$ cat src/rtl/serial_port_if.sv
// CPU device-I/O bus seen by the UART peripheral, plus FSM state taps for debug.
// The CPU drives master; the peripheral implements slave.
interface serial_port_if;
    logic [7:0]  addr;
    logic [15:0] bus_in;
    logic        DI;
    logic        DO;
    logic [15:0] bus_out;
    logic        bus_oe;
    logic [1:0]  tx_fsm;
    logic [1:0]  rx_fsm;

    // DI writes and DO reads are single-cycle strobes with no stall: a write is
    // taken on the rising edge where DI=1, and a read returns bus_out in the
    // same cycle with any pop committed on the edge that ends it. DI wins over DO.
    modport master (
        output addr, bus_in, DI, DO,
        input  bus_out, bus_oe, tx_fsm, rx_fsm
    );

    modport slave (
        input  addr, bus_in, DI, DO,
        output bus_out, bus_oe, tx_fsm, rx_fsm
    );
endinterface

$ cat src/rtl/serial_port.sv
// Memory-mapped 8N1 UART: DATA register at BASE_ADDR, STATUS at BASE_ADDR+1,
// with a TX FIFO feeding the transmitter and an RX FIFO fed by the receiver.
module serial_port #(
    parameter int         CLKS_PER_BIT = 16,
    parameter logic [7:0] BASE_ADDR    = 8'h88,
    parameter int         FIFO_LOG2    = 2
) (
    input  logic         clk,
    input  logic         reset,
    serial_port_if.slave bus,
    input  logic         rx,
    output logic         tx
);
    localparam int                DEPTH       = 1 << FIFO_LOG2;
    localparam int                TW          = $clog2(CLKS_PER_BIT);
    localparam logic [TW-1:0]     BIT_LAST    = TW'(CLKS_PER_BIT - 1);
    localparam logic [TW-1:0]     HALF_LAST   = TW'(CLKS_PER_BIT / 2 - 1);
    localparam logic [TW-1:0]     TIMER_ONE   = TW'(1);
    localparam logic [FIFO_LOG2:0] PTR_ONE    = (FIFO_LOG2 + 1)'(1);
    localparam logic [7:0]        STATUS_ADDR = BASE_ADDR + 8'd1;

    localparam logic [1:0] S_IDLE  = 2'd0;
    localparam logic [1:0] S_START = 2'd1;
    localparam logic [1:0] S_DATA  = 2'd2;
    localparam logic [1:0] S_STOP  = 2'd3;

    logic wr_data, rd_data, rd_status;
    assign wr_data   = bus.DI && (bus.addr == BASE_ADDR);
    assign rd_data   = bus.DO && !bus.DI && (bus.addr == BASE_ADDR);
    assign rd_status = bus.DO && !bus.DI && (bus.addr == STATUS_ADDR);
    assign bus.bus_oe = rd_data || rd_status;

    logic unused_bus_bits;
    assign unused_bus_bits = ^bus.bus_in[15:8];

    // TX FIFO
    logic [7:0]         tx_mem [DEPTH];
    logic [FIFO_LOG2:0] tx_wptr, tx_rptr;
    logic               tx_empty, tx_full, tx_push, tx_pop;
    logic [1:0]         tx_state;
    logic [TW-1:0]      tx_timer;
    logic [2:0]         tx_bit;
    logic [7:0]         tx_shift;

    assign tx_empty = (tx_wptr == tx_rptr);
    assign tx_full  = (tx_wptr[FIFO_LOG2] != tx_rptr[FIFO_LOG2]) &&
                      (tx_wptr[FIFO_LOG2-1:0] == tx_rptr[FIFO_LOG2-1:0]);
    assign tx_push  = wr_data && !tx_full;
    assign tx_pop   = !tx_empty &&
                      ((tx_state == S_IDLE) || (tx_state == S_STOP && tx_timer == BIT_LAST));

    always_ff @(posedge clk) begin
        if (tx_push) tx_mem[tx_wptr[FIFO_LOG2-1:0]] <= bus.bus_in[7:0];
    end

    always_ff @(posedge clk) begin
        if (reset) begin
            tx_wptr <= '0;
            tx_rptr <= '0;
        end else begin
            if (tx_push) tx_wptr <= tx_wptr + PTR_ONE;
            if (tx_pop)  tx_rptr <= tx_rptr + PTR_ONE;
        end
    end

    // tx follows the state one clock late, so every bit keeps its full width.
    always_ff @(posedge clk) begin
        if (reset) begin
            tx_state <= S_IDLE;
            tx_timer <= '0;
            tx_bit   <= '0;
            tx_shift <= '0;
            tx       <= 1'b1;
        end else begin
            tx <= (tx_state == S_START) ? 1'b0 :
                  (tx_state == S_DATA)  ? tx_shift[0] : 1'b1;
            case (tx_state)
                S_IDLE: begin
                    if (tx_pop) begin
                        tx_state <= S_START;
                        tx_shift <= tx_mem[tx_rptr[FIFO_LOG2-1:0]];
                        tx_timer <= '0;
                    end
                end
                S_START: begin
                    if (tx_timer == BIT_LAST) begin
                        tx_timer <= '0;
                        tx_bit   <= '0;
                        tx_state <= S_DATA;
                    end else tx_timer <= tx_timer + TIMER_ONE;
                end
                S_DATA: begin
                    if (tx_timer == BIT_LAST) begin
                        tx_timer <= '0;
                        tx_shift <= {1'b0, tx_shift[7:1]};
                        if (tx_bit == 3'd7) tx_state <= S_STOP;
                        else tx_bit <= tx_bit + 3'd1;
                    end else tx_timer <= tx_timer + TIMER_ONE;
                end
                default: begin
                    if (tx_timer == BIT_LAST) begin
                        tx_timer <= '0;
                        if (tx_pop) begin
                            tx_state <= S_START;
                            tx_shift <= tx_mem[tx_rptr[FIFO_LOG2-1:0]];
                        end else tx_state <= S_IDLE;
                    end else tx_timer <= tx_timer + TIMER_ONE;
                end
            endcase
        end
    end

    // RX synchroniser, receiver and FIFO
    logic               rx_s1, rx_s2, rx_prev;
    logic [1:0]         rx_state;
    logic [TW-1:0]      rx_timer;
    logic [2:0]         rx_bit;
    logic [7:0]         rx_shift;
    logic [7:0]         rx_mem [DEPTH];
    logic [FIFO_LOG2:0] rx_wptr, rx_rptr;
    logic               rx_empty, rx_full, rx_pop, rx_push, rx_wr, stop_sample;
    logic               frame_err, overrun;

    assign rx_empty    = (rx_wptr == rx_rptr);
    assign rx_full     = (rx_wptr[FIFO_LOG2] != rx_rptr[FIFO_LOG2]) &&
                         (rx_wptr[FIFO_LOG2-1:0] == rx_rptr[FIFO_LOG2-1:0]);
    assign stop_sample = (rx_state == S_STOP) && (rx_timer == BIT_LAST);
    assign rx_push     = stop_sample && rx_s2;
    assign rx_pop      = rd_data && !rx_empty;
    assign rx_wr       = rx_push && (!rx_full || rx_pop);

    always_ff @(posedge clk) begin
        if (reset) begin
            rx_s1   <= 1'b1;
            rx_s2   <= 1'b1;
            rx_prev <= 1'b1;
        end else begin
            rx_s1   <= rx;
            rx_s2   <= rx_s1;
            rx_prev <= rx_s2;
        end
    end

    always_ff @(posedge clk) begin
        if (reset) begin
            rx_state <= S_IDLE;
            rx_timer <= '0;
            rx_bit   <= '0;
            rx_shift <= '0;
        end else begin
            case (rx_state)
                S_IDLE: begin
                    if (rx_prev && !rx_s2) begin
                        rx_state <= S_START;
                        rx_timer <= '0;
                    end
                end
                S_START: begin
                    // A start bit that is gone by mid-bit was a glitch.
                    if (rx_timer == HALF_LAST) begin
                        rx_timer <= '0;
                        rx_bit   <= '0;
                        rx_state <= rx_s2 ? S_IDLE : S_DATA;
                    end else rx_timer <= rx_timer + TIMER_ONE;
                end
                S_DATA: begin
                    if (rx_timer == BIT_LAST) begin
                        rx_timer <= '0;
                        rx_shift <= {rx_s2, rx_shift[7:1]};
                        if (rx_bit == 3'd7) rx_state <= S_STOP;
                        else rx_bit <= rx_bit + 3'd1;
                    end else rx_timer <= rx_timer + TIMER_ONE;
                end
                default: begin
                    if (rx_timer == BIT_LAST) begin
                        rx_timer <= '0;
                        rx_state <= S_IDLE;
                    end else rx_timer <= rx_timer + TIMER_ONE;
                end
            endcase
        end
    end

    always_ff @(posedge clk) begin
        if (rx_wr) rx_mem[rx_wptr[FIFO_LOG2-1:0]] <= rx_shift;
    end

    // A flag raised on the same edge as a STATUS read stays set.
    always_ff @(posedge clk) begin
        if (reset) begin
            rx_wptr   <= '0;
            rx_rptr   <= '0;
            frame_err <= 1'b0;
            overrun   <= 1'b0;
        end else begin
            if (rx_wr)  rx_wptr <= rx_wptr + PTR_ONE;
            if (rx_pop) rx_rptr <= rx_rptr + PTR_ONE;
            frame_err <= (stop_sample && !rx_s2) || (frame_err && !rd_status);
            overrun   <= (rx_push && rx_full && !rx_pop) || (overrun && !rd_status);
        end
    end

    always_comb begin
        bus.bus_out = 16'h0000;
        if (bus.addr == BASE_ADDR) begin
            if (!rx_empty) bus.bus_out = {8'h00, rx_mem[rx_rptr[FIFO_LOG2-1:0]]};
        end else if (bus.addr == STATUS_ADDR) begin
            bus.bus_out = {11'b0, frame_err, overrun,
                           (tx_state != S_IDLE) || !tx_empty, tx_full, !rx_empty};
        end
    end

    assign bus.tx_fsm = tx_state;
    assign bus.rx_fsm = rx_state;
endmodule

$ cat src/flat_wrapper.sv
// flat-port wrapper written by rule: the top's interface ports become plain ports
module serial_port_flat 
#(
    parameter int         CLKS_PER_BIT = 16,
    parameter logic [7:0] BASE_ADDR    = 8'h88,
    parameter int         FIFO_LOG2    = 2
)
  (clk, reset, rx, tx, bus_addr, bus_bus_in, bus_DI, bus_DO, bus_bus_out, bus_bus_oe, bus_tx_fsm, bus_rx_fsm);
  serial_port_if bus_i ();
  input  logic clk;
  input  logic reset;
  input  logic rx;
  output logic tx;
  input wire logic [$bits(bus_i.addr)-1:0] bus_addr;
  input wire logic [$bits(bus_i.bus_in)-1:0] bus_bus_in;
  input wire logic [$bits(bus_i.DI)-1:0] bus_DI;
  input wire logic [$bits(bus_i.DO)-1:0] bus_DO;
  output wire logic [$bits(bus_i.bus_out)-1:0] bus_bus_out;
  output wire logic [$bits(bus_i.bus_oe)-1:0] bus_bus_oe;
  output wire logic [$bits(bus_i.tx_fsm)-1:0] bus_tx_fsm;
  output wire logic [$bits(bus_i.rx_fsm)-1:0] bus_rx_fsm;
  assign bus_i.addr = bus_addr;
  assign bus_i.bus_in = bus_bus_in;
  assign bus_i.DI = bus_DI;
  assign bus_i.DO = bus_DO;
  assign bus_bus_out = bus_i.bus_out;
  assign bus_bus_oe = bus_i.bus_oe;
  assign bus_tx_fsm = bus_i.tx_fsm;
  assign bus_rx_fsm = bus_i.rx_fsm;
  serial_port #(.CLKS_PER_BIT(CLKS_PER_BIT), .BASE_ADDR(BASE_ADDR), .FIFO_LOG2(FIFO_LOG2)) u_core (.clk(clk), .reset(reset), .bus(bus_i), .rx(rx), .tx(tx));
endmodule
$ cat config.mk
export PLATFORM = sky130hd
export DESIGN_NAME = serial_port_flat
export DESIGN_NICKNAME = d
export VERILOG_FILES = /design/src/rtl/serial_port_if.sv /design/src/rtl/serial_port.sv /design/src/flat_wrapper.sv
export SDC_FILE = /design/constraint.sdc
export NUM_CORES = 1
export LEC_CHECK = 0
export CORE_ASPECT_RATIO = 2
export CORE_MARGIN = 2
export CORE_UTILIZATION = 59
export CTS_BUF_LIST = sky130_fd_sc_hd__clkbuf_8
export CTS_CLUSTER_SIZE = 30
export DETAILED_ROUTE_END_ITERATION = 10
export PLACE_DENSITY = 0.85
export SLEW_MARGIN = 20
export SYNTH_ARGS = -nofsm -noshare
export SYNTH_HDL_FRONTEND = slang
export SYNTH_SLANG_ARGS = --single-unit
$ cat constraint.sdc
create_clock -name clk -period 2.6 [get_ports clk]
set_input_delay 0.39 -clock clk [delete_from_list [all_inputs] [get_ports clk]]
set_output_delay 0.39 -clock clk [all_outputs]
set_load 0.02 [all_outputs]
==> flow_summary.json <==
{
  "power.internal_uw": 3270,
  "startpoint": "bus_addr[3]",
  "ir_worst_vdd_mv": 0.491,
  "die_h_um": 139,
  "synthFlopType": "edfxtp_1",
  "outcome": "finished, final reports clean",
  "ys_seq_elements": 120,
  "insertedDiodeCount": 0,
  "slowest_stage": "clkdlybuf4s50_1",
  "ys_async_sr_fraction": 0,
  "cts_tree": "yes",
  "syn2layout_area_growth_pct": 21.0,
  "grt_pass1_wl_um": 18600,
  "fin_nets": 540,
  "yosysTopAreaCellShare": 0.360,
  "dp_hpwl_um": 7800,
  "grt_max_degree": 41,
  "clock-sinks": 120,
  "crit_path_max_incr_delay_ns": 0.45,
  "wl_per_cell_um": 19.6,
  "worstRegToRegCells": 4,
  "regToRegEndpoint": "u_core.rx_rptr[2]",
  "syn-cell-area_mm2": 0.00534,
  "ys_top_cells_by_area": "edfxtp_1, dfxtp_1, mux4_2, ha_1, mux2i_1",
  "worstPathArrival_ns": 2.15,
  "vias": 3741,
  "post-route-period-util": 0.978,
  "synth-seq-area-share": 0.570,
  "grt_usage": 0.250,
  "slew_headroom": 0.512,
  "skew_ns": 0.00774,
  "drive_gt1_frac": 0.216,
  "overflow": 0,
  "cp_common_cell": "buf_4",
  "routed_wl_um": 11900,
  "cts_made_buffers": 17,
  "r2r_slack_ns": 0.60,
  "hold_class": "flop to flop",
  "leakagePower_uw": 0.00231,
  "comb_power_share": 0.182,
  "crit_end": "bus_bus_out[0]",
  "fmax_ghz": 0.393,
  "synth_edf_count": 64,
  "power.share.switching": 0.289,
  "avgSynthCellArea_um2": 12.5,
  "worstMarginPinSlew_ns": 0.731,
  "drc": 0,
  "coreArea_mm2": 0.00889,
  "final_cell_mix": "edfxtp_1, dfxtp_1, buf_4",
  "clk_pin_slew_ns": 0.07,
  "fin_util": 0.727,
  "grt_pass1_vias": 3851,
  "regToRegStartpoint": "u_core.rx_wptr[0]",
  "path_depth": 8,
  "gp_congestion": 0.960,
  "setup_viol": 0,
  "pwr-share-clk": 0.337,
  "synthCells": 427,
  "power_uw": 4600,
  "rsz0062_at_grt": "false",
  "dr.pass1.iters": 5,
  "cp_top_family": "buffers and inverters",
  "htree_levels": 4,
  "switchingPower_uw": 1330,
  "crit_type": "input pin to output pin",
  "ys_types": 56,
  "clockBufferDepth": 2,
  "placementRows": 49,
  "cp-start-kind": "input pin",
  "cts-root-buf": "clkbuf_8",
  "yosysTopAreaCell": "edfxtp_1",
  "maxCapViolCount": 0,
  "portBuffers": 34,
  "antenna_found_initial": 0,
  "vias_per_cell": 6.17,
  "dieArea_mm2": 0.00988,
  "initial_core_util": 0.601,
  "route.antenna.remaining_nets": 0,
  "io_pins": 51,
  "period_minus_slack_ns": 2.54,
  "synth_warnings": 0,
  "clk_latency_ns": 0.43,
  "required_ns": 2.21,
  "final_common_cell": "edfxtp_1",
  "drtIter0Drc": 302,
  "cp_max_fo": 6,
  "worst-path-buf-inv": 4,
  "crit_chain": "clkdlybuf4s50_1 > or3b_4 > buf_4 > nor3_4 > buf_6 > nand3_2 > o21ai_1 > buf_4",
  "finalHoldViolations": 0,
  "power_density_mw_per_mm2": 712,
  "power_frac_seq": 0.481,
  "endpoint_kind": "output pin",
  "drv_slew": 0,
  "die_w_um": 71.3
}
worst min path at each step:
| stage | startpoint | end | slack [ns] | cells after the start |
|---|---|---|---|---|
| 6_report | u_core.rx_s1 | u_core.rx_s2 | 0.42 | 1 |
| 4_1_cts | u_core.rx_s1 | u_core.rx_s2 | 0.43 | 1 |
| 3_3_place_gp | u_core.rx_s1 | u_core.rx_s2 | 0.40 | 1 |
| 5_1_grt | u_core.rx_s1 | u_core.rx_s2 | 0.45 | 1 |
| 2_1_floorplan | u_core.rx_s1 | u_core.rx_s2 | 0.39 | 1 |
| 3_5_place_dp | u_core.rx_s1 | u_core.rx_s2 | 0.40 | 1 |
synthesized netlist by cell type (all sizes together), types with 9 or more instances:
master   n
edfxtp  64
dfxtp   56
a21oi   26
nor2    22
ha      20
mux2i   18
clkbuf  16
inv     16
mux4    16
nand3   14
o21ai   13
buf     12
nand2   11
and3    10
a211oi   9
layer usage:
metal,global-route usage,share of wire,vias to the layer above
met5,0,0,-
met4,0.147,0.041,0
met3,0.0610,0.042,45
met2,0.460,0.58,131
met1,0.241,0.34,1851
li1,-,-,1714
what timing repair did:
action,CTS,global route
hold buffers,0,0
pin swaps,4,2
cloned,1,0
endpoints found under the setup margin,9,40
buffers inserted,3,1
resized for setup,60,13
state kept, by name (all words and copies together) (netlist names), 2 cells and up, named ones only:
name               cells
u_core.tx_bit          3
u_core.rx_timer        4
u_core.tx_rptr         3
u_core.rx_rptr         3
u_core.tx_wptr         3
u_core.tx_mem         32
u_core.rx_bit          3
u_core.rx_wptr         3
u_core.bus.tx_fsm      2
u_core.tx_timer        4
u_core.rx_shift        8
u_core.tx_shift        8
u_core.rx_mem         32
u_core.bus.rx_fsm      2
final cells by class:
cell class                 count  area (µm²)
sequential                   120        3040
fill                         550        2430
multi-input combinational    270        2210
timing repair buffer          66         652
clock buffer                  18         248
tap                          102         128
clock inverter                14         125
inverter                      16        60.1
through the flow:
step	hold slack (ns)	TNS [ns]	std cells	setup WS, ns	area [µm²]
after floorplan	0.389	0	434	0.152	5380
after global placement	0.401	-17.57	569	-0.578	5990
after detailed placement	0.401	-19.06	569	-0.569	5990
after CTS	0.427	-0.270	605	-0.0299	6410
after global routing	0.449	0	606	0.0151	6460
final	0.425	0	606	0.0574	6460
worst register-to-register path, cell delays in order (launching register included):
cell	delay (ns)
dfxtp_1	0.37
xnor2_1	0.27
nand3_1	0.50
nand4_1	0.39
mux2_2	0.37
kinds of logic after synthesis:
kind of cell               synth area share
AOI/OAI and AO/OA                    0.0829
adders and majority gates            0.0468
other                              0.000702
buffers and inverters                0.0368
muxes                                 0.107
DFF                                   0.570
xor gates and xnor gates             0.0180
and+or+nand+nor                       0.138
power by group through the flow:
| stage | clock, µW | sequential, µW | combinational [µW] |
|---|---|---|---|
| 3_3_place_gp | 0 | 2240 | 774 |
| 5_1_grt | 1650 | 2230 | 910 |
| 4_1_cts | 1570 | 2210 | 828 |
| 3_5_place_dp | 0 | 2250 | 806 |
| 2_1_floorplan | 0 | 2210 | 580 |
| 6_report | 1550 | 2210 | 837 |
Power figures use the tool's default switching activity.
